--- config.mk ---
export PLATFORM = sky130hd
export DESIGN_NAME = alarm_disp_scan
export DESIGN_NICKNAME = d
export VERILOG_FILES = /design/src/rtl/alarm_disp_scan.sv
export SDC_FILE = /design/constraint.sdc
export NUM_CORES = 1
export LEC_CHECK = 0
export CORE_ASPECT_RATIO = 1.2
export CORE_MARGIN = 5
export CORE_UTILIZATION = 59
export CTS_CLUSTER_SIZE = 30
export DETAILED_ROUTE_END_ITERATION = 8
export PLACE_DENSITY = 0.84
export SLEW_MARGIN = 20
export SYNTH_ARGS = -nofsm -noshare
export SYNTH_HDL_FRONTEND = slang
export SYNTH_SLANG_ARGS = --single-unit
--- constraint.sdc ---
create_clock -name clk -period 4.75 [get_ports clk]
set_input_delay 0.475 -clock clk [delete_from_list [all_inputs] [get_ports clk]]
set_output_delay 0.475 -clock clk [all_outputs]
set_load 0.005 [all_outputs]
--- src/rtl/alarm_disp_scan.sv ---
// alarm_disp_scan
//   Drives an 8-digit multiplexed common-anode 7-segment display for the
//   watch/alarm core. Digits 7..4 show the current time HH.MM and digits 3..0
//   show the alarm time HH.MM. The BCD inputs are snapshotted once per frame
//   so that a single scan frame never mixes old and new time values.
//
// Parameters
//   SCAN_DIV   clk cycles per digit slot (>=2)
//   BLINK_DIV  clk cycles per blink half-period (>=2)
//
// Ports
//   clk                      system clock
//   rst                      synchronous active-high reset
//   hourdec_now..minone_now  current time, BCD
//   hourdec_bud..minone_bud  alarm time, BCD
//   aud_en                   alarm sounding, enables blinking of the alarm digits
//   seg[6:0]                 segments {g,f,e,d,c,b,a}, active-low, registered
//   dp                       decimal point, active-low, registered
//   an[7:0]                  digit anodes, active-low, an[7] leftmost, registered
//
// Build option
//   LEADING_ZERO_BLANK_EN    when defined, a zero tens-of-hours digit (now or
//                            alarm) is shown with all segments off.

module alarm_disp_scan #(
  parameter int SCAN_DIV  = 100000,
  parameter int BLINK_DIV = 50000000
) (
  input  logic       clk,
  input  logic       rst,
  input  logic [3:0] hourdec_now,
  input  logic [3:0] hourone_now,
  input  logic [3:0] mindec_now,
  input  logic [3:0] minone_now,
  input  logic [3:0] hourdec_bud,
  input  logic [3:0] hourone_bud,
  input  logic [3:0] mindec_bud,
  input  logic [3:0] minone_bud,
  input  logic       aud_en,
  output logic [6:0] seg,
  output logic       dp,
  output logic [7:0] an
);

  localparam int SCAN_W  = (SCAN_DIV  > 1) ? $clog2(SCAN_DIV)  : 1;
  localparam int BLINK_W = (BLINK_DIV > 1) ? $clog2(BLINK_DIV) : 1;
  localparam logic [SCAN_W-1:0]  SCAN_LAST  = SCAN_W'(SCAN_DIV - 1);
  localparam logic [BLINK_W-1:0] BLINK_LAST = BLINK_W'(BLINK_DIV - 1);

  logic [SCAN_W-1:0]  scan_cnt;
  logic [2:0]         digit_idx;
  logic [BLINK_W-1:0] blink_cnt;
  logic               blink_ph;
  logic               snap_pending;
  logic               scan_tick;

  logic [3:0] snap_hourdec_now, snap_hourone_now, snap_mindec_now, snap_minone_now;
  logic [3:0] snap_hourdec_bud, snap_hourone_bud, snap_mindec_bud, snap_minone_bud;

  logic [3:0] cur_digit;
  logic [6:0] seg_next;
  logic       dp_next;
  logic [7:0] an_next;

  // BCD to active-low segment pattern; non-decimal codes show a dash
  function automatic logic [6:0] decode_bcd(input logic [3:0] bcd);
    case (bcd)
      4'd0:    decode_bcd = 7'h40;
      4'd1:    decode_bcd = 7'h79;
      4'd2:    decode_bcd = 7'h24;
      4'd3:    decode_bcd = 7'h30;
      4'd4:    decode_bcd = 7'h19;
      4'd5:    decode_bcd = 7'h12;
      4'd6:    decode_bcd = 7'h02;
      4'd7:    decode_bcd = 7'h78;
      4'd8:    decode_bcd = 7'h00;
      4'd9:    decode_bcd = 7'h10;
      default: decode_bcd = 7'h3F;
    endcase
  endfunction

  assign scan_tick = (scan_cnt == SCAN_LAST);

  // Slot timer and digit pointer: each slot lasts SCAN_DIV cycles, and the
  // pointer advances on the last cycle of a slot, wrapping 7 back to 0.
  always_ff @(posedge clk) begin
    if (rst) begin
      scan_cnt  <= '0;
      digit_idx <= 3'd0;
    end else begin
      if (scan_tick) begin
        scan_cnt  <= '0;
        digit_idx <= digit_idx + 3'd1;
      end else begin
        scan_cnt <= scan_cnt + 1'b1;
      end
    end
  end

  // Free-running blink phase shared by the colon and the alarm-digit blink.
  always_ff @(posedge clk) begin
    if (rst) begin
      blink_cnt <= '0;
      blink_ph  <= 1'b0;
    end else if (blink_cnt == BLINK_LAST) begin
      blink_cnt <= '0;
      blink_ph  <= ~blink_ph;
    end else begin
      blink_cnt <= blink_cnt + 1'b1;
    end
  end

  // Input snapshot: taken once right after reset release so the first frame
  // has real data, then at every frame boundary (pointer wrapping 7 -> 0).
  // The display logic reads only these copies, keeping each frame coherent.
  always_ff @(posedge clk) begin
    if (rst) begin
      snap_pending     <= 1'b1;
      snap_hourdec_now <= 4'd0;
      snap_hourone_now <= 4'd0;
      snap_mindec_now  <= 4'd0;
      snap_minone_now  <= 4'd0;
      snap_hourdec_bud <= 4'd0;
      snap_hourone_bud <= 4'd0;
      snap_mindec_bud  <= 4'd0;
      snap_minone_bud  <= 4'd0;
    end else if (snap_pending || (scan_tick && digit_idx == 3'd7)) begin
      snap_pending     <= 1'b0;
      snap_hourdec_now <= hourdec_now;
      snap_hourone_now <= hourone_now;
      snap_mindec_now  <= mindec_now;
      snap_minone_now  <= minone_now;
      snap_hourdec_bud <= hourdec_bud;
      snap_hourone_bud <= hourone_bud;
      snap_mindec_bud  <= mindec_bud;
      snap_minone_bud  <= minone_bud;
    end
  end

  // Next display values for the slot the pointer currently selects. The
  // alarm-digit blank overrides everything for slots 3..0 but leaves the
  // slot timing alone.
  always_comb begin
    cur_digit = 4'd0;
    case (digit_idx)
      3'd7: cur_digit = snap_hourdec_now;
      3'd6: cur_digit = snap_hourone_now;
      3'd5: cur_digit = snap_mindec_now;
      3'd4: cur_digit = snap_minone_now;
      3'd3: cur_digit = snap_hourdec_bud;
      3'd2: cur_digit = snap_hourone_bud;
      3'd1: cur_digit = snap_mindec_bud;
      default: cur_digit = snap_minone_bud;
    endcase

    seg_next = decode_bcd(cur_digit);
`ifdef LEADING_ZERO_BLANK_EN
    if ((digit_idx == 3'd7 || digit_idx == 3'd3) && cur_digit == 4'd0) begin
      seg_next = 7'h7F;
    end
`else
    seg_next = seg_next;
`endif

    dp_next = 1'b1;
    if ((digit_idx == 3'd6 && blink_ph) || digit_idx == 3'd2) begin
      dp_next = 1'b0;
    end

    an_next = ~(8'b1 << digit_idx);

    if (aud_en && blink_ph && !digit_idx[2]) begin
      seg_next = 7'h7F;
      dp_next  = 1'b1;
      an_next  = 8'hFF;
    end
  end

  // Registered display outputs, dark during reset.
  always_ff @(posedge clk) begin
    if (rst) begin
      seg <= 7'h7F;
      dp  <= 1'b1;
      an  <= 8'hFF;
    end else begin
      seg <= seg_next;
      dp  <= dp_next;
      an  <= an_next;
    end
  end

endmodule

==> summary.md <==
| Metric | Value |
|---|---|
| Outcome | complete, no violations |
| Nets | roughly 530 |
| Root Buffer | clkbuf_8 |
| Post-CTS setup buffers | 0 |
| CTS sink count | 96 |
| Antenna violations before repair | 0 |
| P per Cell Area | roughly 300 nW/µm² |
| Placed inst area | roughly 4600 µm² |
| Area contributors post-synth | dfxtp_1 (47%), nor2_1 (8.2%), mux2i_1 (7.8%) |
| Initial Util | 0.603 |
| Unrepaired setup endpoints after global routing | no |
| Fin util | 0.708 |
| Commonest non-fill, non-tap cell in the layout | dfxtp_1 |
| Crit path kind | reg -> reg |
| Post-route ant nets | 0 |
| Ys async rst share | 0 |
| CP max FO | 14 |
| DRC errors left | 0 |
| Die W | ~86 µm |
| Skew-Pair Late Insertion Delay | 360 ps |
| Met2 wire len | approximately 4300 µm |
| Slew Limit Headroom | 0.423 |
| Maximum root-to-sink buffer count | 2 |
| Vias in the first global route | roughly 3,200 |
| Final Wtd Congestion | around 0.93 |
| Mean area per synthesized cell | roughly 9.3 µm² |
| Die area | 8690 µm² |
| Wirelength, routed | between 8000 and 9000 µm |
| Leak pwr | 1.85 nW |
| IO buf count | 50 |
| Max-slew violations | 0 |
| Area share of the largest cell type after synthesis | 0.471 |
| M1 wire length | ~3600 µm |
| Synthesized flop and latch total | 96 |
| Share of cells above drive strength 1 | 0.0494 |
| Fin crit period | roughly 3000 ps |
| Overall routing resource usage | 0.204 |
| Post-synth EDFFs | 0 |
| Synth Flop Type | dfxtp_1 |
| First-pass GRT wire length | approximately 14,000 µm |
| H-tree depth | 3 |
| Slew at the pin closest to its max-slew limit | 861 ps |
| Final clock skew | roughly 15 ps |
| Vias per cell | 5.63 |
| Max rail drop VDD | 0.169 mV |
| CTS resizes | 0 |
| Final Instance Area | about 4800 µm² |
| Fmax | approximately 330 MHz |
| Post-DP HPWL | 5890 µm |
| Critical Path RT | roughly 5000 ps |
| Metal3 WL | ~410 µm |
| Crit. End Element | flop |
| Worst-path clk slew | about 100 ps |
| Tcrit/Tclk final | 0.632 |
| Pre-Repair DR Iteration Count | 4 |
| Max cap viols | 0 |
| Core area | 6770 µm² |
| Most frequent cells in the layout | dfxtp_1 (96), nor2_1 (89), clkdlybuf4s50_1 (50), mux2i_1 (32), xnor2_1 (27) |
| Number of antenna diodes | 0 |
| Via Count | 3,228 |
| Biggest area consumer among synthesized cells | dfxtp_1 |
| Largest net degree at the start of global routing | 46 |
| Final hold vios | 0 |
| Drt wl/cell | roughly 15 µm |
| Syn nets | 486 |
| Row cnt | 33 |
| CTS tree | done |
| Synthesized netlist cell count | 440 |
| Starting DRT DRC Count | around 150 |
| Total gr overflow | 0 |
| Hold buffers post-CTS | 0 |
| Mapped Area | approximately 4000 µm² |
| IO Pins | 51 |
| Worst hold path class | reg -> reg |
| Final setup vio count | 0 |
| Cts bufs inserted | 9 |
| Highest Signal Layer | met4 |
| Cell variety after synth | approximately 50 |
| Synth Warn # | 0 |
| Worst EP arrival | roughly 3300 ps |
| Die height | between 100 and 150 µm |
| Setup total negative slack | 0 ps |
| Seq/Total Area, Yosys | 0.471 |
| Critical Path Start Type | flop |
| Area Growth Syn to Fin | 17.4% |
## final cells by class
cell class,instances,area (µm²)
tap,87,109
sequential,96,1920
timing repair buffer,52,515
clock buffer,11,141
clock inverter,5,40.0
inverter,11,41.3
multi-input combinational,311,2020
fill,516,1980
## report_power, final
part           internal, W  switching (W)
Combinational    0.0000659      0.0000511
Sequential        0.000832      0.0000163
Clock             0.000207       0.000281
Total              0.00110       0.000349
## synth_stat cells (all sizes together) (3+ instances only)
master and number:
nor4b 4, a211oi 3, inv 11, nand4 10
nand2 21, nand3 18, xnor2 27, nor3 13
nor2 89, o21ai 6, mux2i 32, and3 10
buf 11, a31oi 5, or2 4, xor2 13
a21oi 6, and2 3, a22oi 6, dfxtp 96
and4 5, clkbuf 11, ha 11
## layer usage
metal / vias to the layer above / track usage
li1: 1588 / -
met1: 1534 / 0.226
met2: 86 / 0.366
met3: 20 / 0.0507
met4: 0 / 0.0938
met5: - / 0
## worst paths after layout
| check | depth (start not counted) | slack [ps] | startpoint | end |
|---|---|---|---|---|
| min | 1 | 460 | scan_cnt[0] | scan_cnt[0] |
| max | 9 | 1750 | digit_idx[2] | seg[3] |
| min reg2reg | 1 | 460 | scan_cnt[0] | scan_cnt[0] |
| max reg2reg | 9 | 1750 | digit_idx[2] | seg[3] |
## per-stage QoR
step | power (W) | instances | hold slack [ps] | worst slack, ps
2_1_floorplan | 0.000928 | 440 | 426 | 2340
3_3_place_gp | 0.000979 | 557 | 435 | 1980
3_5_place_dp | 0.000983 | 557 | 442 | 1860
4_1_cts | 0.00146 | 573 | 463 | 1810
5_1_grt | 0.00151 | 573 | 491 | 1490
6_report | 0.00145 | 573 | 462 | 1750
## kinds of logic after synthesis
group	count (synthesis)	share of synthesized area
AND/OR/NAND/NOR	186	0.218
flip-flops	96	0.471
AO/OA/AOI/OAI	41	0.0748
XOR/XNOR	40	0.0858
buffers and inverters	33	0.0356
multiplexers	33	0.0812
adder cells (fa/ha/maj)	11	0.0337
## state kept, by name (all words and copies together) (netlist names)
signal / count
an: 8
blink_cnt: 26
blink_ph: 1
digit_idx: 3
dp: 1
scan_cnt: 17
seg: 7
snap_hourdec_bud: 4
snap_hourdec_now: 4
snap_hourone_bud: 4
snap_hourone_now: 4
snap_mindec_bud: 4
snap_mindec_now: 4
snap_minone_bud: 4
snap_minone_now: 4
snap_pending: 1
## worst max-delay path: stages, from the launching register on
cell     delay (ps)
dfxtp_1         640
inv_1           230
ha_1            350
a211o_1         370
or2_1           290
a31oi_2         410
inv_2            50
ha_1            310
or2b_1          220
nand4_1          80
No activity file was read; power rests on OpenSTA's default activity.
